===== config.mk =====
export PLATFORM = sky130hd
export DESIGN_NAME = bus_requester
export DESIGN_NICKNAME = d
export VERILOG_FILES = /design/src/rtl/bus_requester.sv
export SDC_FILE = /design/constraint.sdc
export NUM_CORES = 1
export LEC_CHECK = 0
export ABC_AREA = 1
export CORE_ASPECT_RATIO = 1.1
export CORE_MARGIN = 3
export CORE_UTILIZATION = 50
export DETAILED_ROUTE_END_ITERATION = 10
export HOLD_SLACK_MARGIN = 0.1
export PLACE_DENSITY = 0.69
export SETUP_SLACK_MARGIN = 0.15
export SYNTH_ARGS = -nofsm -noshare
export SYNTH_HDL_FRONTEND = slang
export SYNTH_SLANG_ARGS = --single-unit

===== constraint.sdc =====
create_clock -name clk -period 3.2 [get_ports clk]
set_input_delay 0.64 -clock clk [delete_from_list [all_inputs] [get_ports clk]]
set_output_delay 0.64 -clock clk [all_outputs]
set_load 0.01 [all_outputs]

===== src/rtl/bus_requester.sv =====
// Bus requester: queues burst commands, requests the arbiter per command, streams beats seed+i once granted.
// Grant-to-first-beat latency is 1 cycle; cmd_ready drops when the FIFO is full, and a dropped grant stalls the burst.
module bus_requester #(
  parameter int FIFO_DEPTH = 4,
  parameter int LEN_W      = 4,
  parameter int DATA_W     = 8,
  parameter int TIMEOUT    = 15
) (
  input  logic              clk,
  input  logic              reset,
  input  logic              cmd_valid,
  output logic              cmd_ready,
  input  logic [LEN_W-1:0]  cmd_len,
  input  logic [DATA_W-1:0] cmd_seed,
  output logic              req,
  input  logic              grant,
  output logic              bus_valid,
  output logic [DATA_W-1:0] bus_data,
  output logic              bus_last,
  output logic              done,
  output logic              timeout_err,
  output logic              busy
);

  localparam int PTR_W = (FIFO_DEPTH > 1) ? $clog2(FIFO_DEPTH) : 1;
  localparam int CNT_W = PTR_W + 1;

  typedef struct packed {
    logic [LEN_W-1:0]  len;
    logic [DATA_W-1:0] seed;
  } cmd_t;

  typedef enum logic [1:0] {IDLE, REQ, XFER, RELEASE} state_t;

  state_t            state_q, state_d;
  cmd_t              fifo_q [FIFO_DEPTH];
  cmd_t              fifo_d [FIFO_DEPTH];
  logic [PTR_W-1:0]  wr_ptr_q, wr_ptr_d, rd_ptr_q, rd_ptr_d;
  logic [CNT_W-1:0]  count_q, count_d;
  cmd_t              cmd_q, cmd_d;
  logic [LEN_W-1:0]  beat_cnt_q, beat_cnt_d;
  logic [7:0]        wait_cnt_q, wait_cnt_d;
  logic              req_q, req_d;
  logic              bus_valid_q, bus_valid_d;
  logic [DATA_W-1:0] bus_data_q, bus_data_d;
  logic              bus_last_q, bus_last_d;
  logic              done_q, done_d;
  logic              timeout_err_q, timeout_err_d;
  logic              busy_q, busy_d;
  logic              cmd_ready_q, cmd_ready_d;
  logic              push, pop, emit;

  always_comb begin
    state_d       = state_q;
    fifo_d        = fifo_q;
    wr_ptr_d      = wr_ptr_q;
    rd_ptr_d      = rd_ptr_q;
    cmd_d         = cmd_q;
    beat_cnt_d    = beat_cnt_q;
    wait_cnt_d    = wait_cnt_q;
    req_d         = req_q;
    bus_valid_d   = 1'b0;
    bus_data_d    = bus_data_q;
    bus_last_d    = 1'b0;
    done_d        = 1'b0;
    timeout_err_d = 1'b0;
    push          = cmd_valid && cmd_ready_q;
    pop           = 1'b0;
    emit          = 1'b0;

    case (state_q)
      IDLE: begin
        if (count_q != '0) begin
          pop        = 1'b1;
          cmd_d      = fifo_q[rd_ptr_q];
          beat_cnt_d = '0;
          wait_cnt_d = '0;
          req_d      = 1'b1;
          state_d    = REQ;
        end
      end
      REQ: begin
        if (grant) begin
          emit    = 1'b1;
          state_d = XFER;
        end else begin
          wait_cnt_d = wait_cnt_q + 8'd1;
          if (wait_cnt_d == 8'(TIMEOUT)) begin
            req_d         = 1'b0;
            timeout_err_d = 1'b1;
            state_d       = IDLE;
          end
        end
      end
      XFER: begin
        // The last beat is already on the bus, so this cycle's grant is irrelevant.
        if (bus_valid_q && bus_last_q) begin
          req_d   = 1'b0;
          done_d  = 1'b1;
          state_d = RELEASE;
        end else if (grant) begin
          emit = 1'b1;
        end
      end
      RELEASE: state_d = IDLE;
      default: state_d = IDLE;
    endcase

    if (emit) begin
      bus_valid_d = 1'b1;
      bus_data_d  = cmd_q.seed + DATA_W'(beat_cnt_q);
      bus_last_d  = (beat_cnt_q == cmd_q.len);
      beat_cnt_d  = beat_cnt_q + LEN_W'(1);
    end

    if (push) begin
      fifo_d[wr_ptr_q] = '{len: cmd_len, seed: cmd_seed};
      wr_ptr_d         = wr_ptr_q + PTR_W'(1);
    end
    if (pop) begin
      rd_ptr_d = rd_ptr_q + PTR_W'(1);
    end
    count_d     = count_q + CNT_W'(push) - CNT_W'(pop);
    cmd_ready_d = (count_d != CNT_W'(FIFO_DEPTH));
    busy_d      = (state_d != IDLE) || (count_d != '0);
  end

  always_ff @(posedge clk or negedge reset) begin
    if (!reset) begin
      state_q       <= IDLE;
      for (int i = 0; i < FIFO_DEPTH; i++) fifo_q[i] <= '0;
      wr_ptr_q      <= '0;
      rd_ptr_q      <= '0;
      count_q       <= '0;
      cmd_q         <= '0;
      beat_cnt_q    <= '0;
      wait_cnt_q    <= '0;
      req_q         <= 1'b0;
      bus_valid_q   <= 1'b0;
      bus_data_q    <= '0;
      bus_last_q    <= 1'b0;
      done_q        <= 1'b0;
      timeout_err_q <= 1'b0;
      busy_q        <= 1'b0;
      cmd_ready_q   <= 1'b1;
    end else begin
      state_q       <= state_d;
      fifo_q        <= fifo_d;
      wr_ptr_q      <= wr_ptr_d;
      rd_ptr_q      <= rd_ptr_d;
      count_q       <= count_d;
      cmd_q         <= cmd_d;
      beat_cnt_q    <= beat_cnt_d;
      wait_cnt_q    <= wait_cnt_d;
      req_q         <= req_d;
      bus_valid_q   <= bus_valid_d;
      bus_data_q    <= bus_data_d;
      bus_last_q    <= bus_last_d;
      done_q        <= done_d;
      timeout_err_q <= timeout_err_d;
      busy_q        <= busy_d;
      cmd_ready_q   <= cmd_ready_d;
    end
  end

  assign cmd_ready   = cmd_ready_q;
  assign req         = req_q;
  assign bus_valid   = bus_valid_q;
  assign bus_data    = bus_data_q;
  assign bus_last    = bus_last_q;
  assign done        = done_q;
  assign timeout_err = timeout_err_q;
  assign busy        = busy_q;

endmodule


==> PnR_summary.wiki <==
{| class="wikitable"
! Metric !! Value
|-
| Number of synthesis warnings || 0
|-
| Data required time of the critical path || 3460 ps
|-
| Worst slack after detailed placement || 437.4 ps
|-
| Final max-slew violation count || 0
|-
| Total via count in the routed design || 3442
|-
| Number of buffers created by CTS || 9
|-
| Type of the worst setup path || register to register
|-
| Buffers on Ports || 30
|-
| Number of placed I/O pins || 31
|-
| Maximum fanout along the worst path || 4
|-
| Total power consumption of the routed design || 4.802 mW
|-
| Arrival time at the worst endpoint || 2710 ps
|-
| Cell area after synthesis || 4499 sq um
|-
| Worst slew pin tran || 767.8 ps
|-
| Reg2Reg Setup Slack || between 700 and 800 ps
|-
| Leakage Power || 2.395 nW
|-
| Clock edge transition at the registers on the reported setup and hold paths || 100 ps
|-
| Total grt overflow || 0
|-
| Antenna viol nets, final || 0
|-
| Number of buffers added to fix hold violations after cts || 0
|-
| Clock Sinks || 96
|-
| Total routing usage reported by global routing || about 20%
|-
| Proportion of layout cells with a drive suffix above 1 || under 10%
|-
| Final Hold Viols || 0
|-
| Die Area || just over 10000 sq um
|-
| Post-CTS setup repair buffer count || 0
|-
| Max VDD drop || 0.0004142 V
|-
| Standard-cell row count || 35
|-
| Max Buffers Root-to-Sink || 2
|-
| Hold crit path type || primary input to asynchronous set/reset pin
|-
| Worst r2r dst || busy
|-
| Maxcap violations || 0
|-
| Number of unique standard cell types used by synthesis || 29
|-
| H-Tree Depth || 3
|-
| Top achievable clock speed || just over 400 MHz
|-
| Synthesized flop and latch total || 96
|-
| Via count of the first global-routing pass || 3415
|-
| Placer's final routability congestion estimate || ~0.8
|-
| Setup clock skew after layout || 14.68 ps
|-
| Final cycle utilization of the critical path || 76.61%
|-
| Final Routed Wirelength || approximately 8900 microns
|-
| Core ar. || 8583 sq um
|-
| Startpoint types || register
|-
| Post-detailed-route via-to-cell ratio || 5.168
|-
| Worst reg-to-reg path cell count || 12
|-
| Max_slew headroom || 48.69%
|-
| Share of synthesized area occupied by flip-flops and latches || 53.42%
|-
| Total inserted antenna cells || 0
|-
| Pin count of the biggest net entering global routing || 61
|-
| Wire length of the first global-routing pass || 15730 microns
|-
| Clock root buffer master || clkbuf_8
|-
| Post-layout util || 59.29%
|-
| Final HPWL DP || 6042 microns
|-
| Final worst-path setup slack || approximately 750 ps
|-
| First-pass detailed-route iteration total || 4
|-
| Number of design rule violations left after detail routing || 0
|-
| Wire length per cell || about 13 microns
|-
| CTS-repair resized insts || 0
|-
| Number of antenna violations at the first check in global routing || 0
|-
| Clock tree from TritonCTS || built
|-
| Setup TNS after final layout || 0 ps
|-
| Cell Pwr Density || about 940 nW/um^2
|-
| Worst skew pair latency || 370 ps
|-
| Min cycle time layout || 2452 ps
|-
| Final setup vio count || 0
|-
| Initial Util || 52.42%
|-
| Synth Net Count || 559
|-
| Floorplan die width || 96.45 microns
|-
| Number of nets in the layout || 584
|-
| Synthesis-to-layout area growth || 13.10%
|-
| RSZ-0062 raised after global routing || no
|-
| Launch point of the worst reg-to-reg path || state_q[0]
|-
| Critical path capture point type || register
|-
| Iteration-0 DRC Markers || between 150 and 200
|-
| Synthesized instance count || about 530
|-
| Status || complete, no violations
|-
| Height of the die || 105.5 microns
|-
| Mean Syn Cell Area || 8.570 sq um
|}
==> synthesized netlist by cell type (all sizes together) <==
| library cell | count | area [sq um] |
|---|---|---|
| xnor2 | 4 | 35.03 |
| dfrtp | 95 | 2377 |
| a21oi | 5 | 25.02 |
| inv | 51 | 191.4 |
| nand2 | 123 | 469.2 |
| nor2 | 61 | 236.5 |
| nor3 | 1 | 10.01 |
| buf | 7 | 37.54 |
| and3 | 1 | 6.260 |
| ha | 16 | 200.2 |
| or2 | 1 | 6.260 |
| a31oi | 6 | 37.54 |
| fa | 2 | 40.04 |
| nand3 | 17 | 90.09 |
| nand4 | 2 | 12.51 |
| a2111oi | 1 | 8.760 |
| dfstp | 1 | 26.28 |
| clkbuf | 13 | 48.80 |
| nand3b | 2 | 15.01 |
| o211ai | 1 | 7.510 |
| o22ai | 10 | 62.56 |
| xor2 | 7 | 61.31 |
| o21ai | 98 | 494.2 |
==> cell type report <==
| cell class | count | area (sq um) |
|---|---|---|
| clock buffers | 9 | 123.9 |
| clock inverters | 7 | 72.57 |
| fillers | 780 | 3495 |
| inverters | 51 | 191.4 |
| multi-input cells | 358 | 1818 |
| flip-flops and latches | 96 | 2404 |
| well taps | 111 | 138.9 |
| repair buffers | 34 | 340.3 |
==> placed cells by master, fill, tap and decap left out <==
master	count
o22ai_1	10
o21ai_1	1
ha_1	16
o21ai_0	96
nand2_1	120
dfstp_2	1
bufinv_16	1
o21ai_2	1
nand3b_1	2
a21oi_1	5
clkinv_4	2
clkinv_2	2
dfrtp_1	95
xnor2_1	4
buf_4	4
clkinvlp_4	2
clkbuf_8	9
nand4_1	2
and3_1	1
nand3_1	16
nor2_1	58
clkdlybuf4s50_1	29
xor2_1	7
a31oi_1	6
a2111oi_0	1
nand3_2	1
fa_1	2
inv_1	51
or2_2	1
buf_12	1
nor3_2	1
o211ai_1	1
nand2_2	3
nor2_2	3
==> worst max-delay path by stage <==
| stage | cells past startpoint | slack, ps | start | endpoint |
|---|---|---|---|---|
| after floorplan | 13 | 560 | state_q[0] | busy |
| after global placement | 10 | 490 | cmd_valid | busy |
| after detailed placement | 10 | 440 | cmd_valid | busy |
| after CTS | 12 | 740 | state_q[0] | busy |
| after global routing | 12 | 570 | state_q[0] | busy |
| final | 12 | 750 | state_q[0] | busy |
==> critical path: stages, from the launching register on <==
cell and delay (ps):
dfrtp_1 390, inv_1 90, ha_1 260, inv_1 120, nor2_2 60, ha_1 280
inv_1 40, ha_1 180, fa_1 380, xor2_1 190, nand3b_1 180, nor2_2 100
nand3_1 70
==> where the power goes <==
part | total, mW | internal, mW | switching [mW] | leakage [nW]
Clock | 0.786 | 0.361 | 0.425 | 0.0952
Sequential | 2.07 | 1.72 | 0.348 | 1.21
Combinational | 1.94 | 0.768 | 1.18 | 1.09
==> layer usage <==
layer	part of all wire (%)	track usage, %
met3	2.6	2.712
met5	0	0
met4	2.0	7.214
met1	47	27.08
met2	48	31.07
==> flip-flops by register name, summed over array words and instances, names as in the netlist <==
name and cells:
timeout_err 1, done 1, cmd_q 12, cmd_ready 1
fifo_q 48, state_q 2, bus_data 8, wait_cnt_q 8
count_q 3, beat_cnt_q 4, busy 1, req 1
rd_ptr_q 2, wr_ptr_q 2, bus_valid 1, bus_last 1
==> logic make-up (layout without fill, tap and decap cells) <==
| logic type | after synthesis | in the layout | share of synthesized area, % |
|---|---|---|---|
| compound gates | 121 | 121 | 14.13 |
| xor+xnor | 11 | 11 | 2.141 |
| fa+ha+maj | 18 | 18 | 5.339 |
| buf+inv | 71 | 101 | 6.174 |
| flops | 96 | 96 | 53.42 |
| simple gates | 208 | 208 | 18.80 |
==> metrics by stage <==
stage	instance area, sq um	hold WS (ps)	std cells
4_1_cts	5089	367.0	666
5_1_grt	5089	383.5	666
2_1_floorplan	4499	344.4	525
3_3_place_gp	4892	458.8	650
6_report	5089	333.4	666
3_5_place_dp	4892	461.3	650
Power figures use the tool's default switching activity.
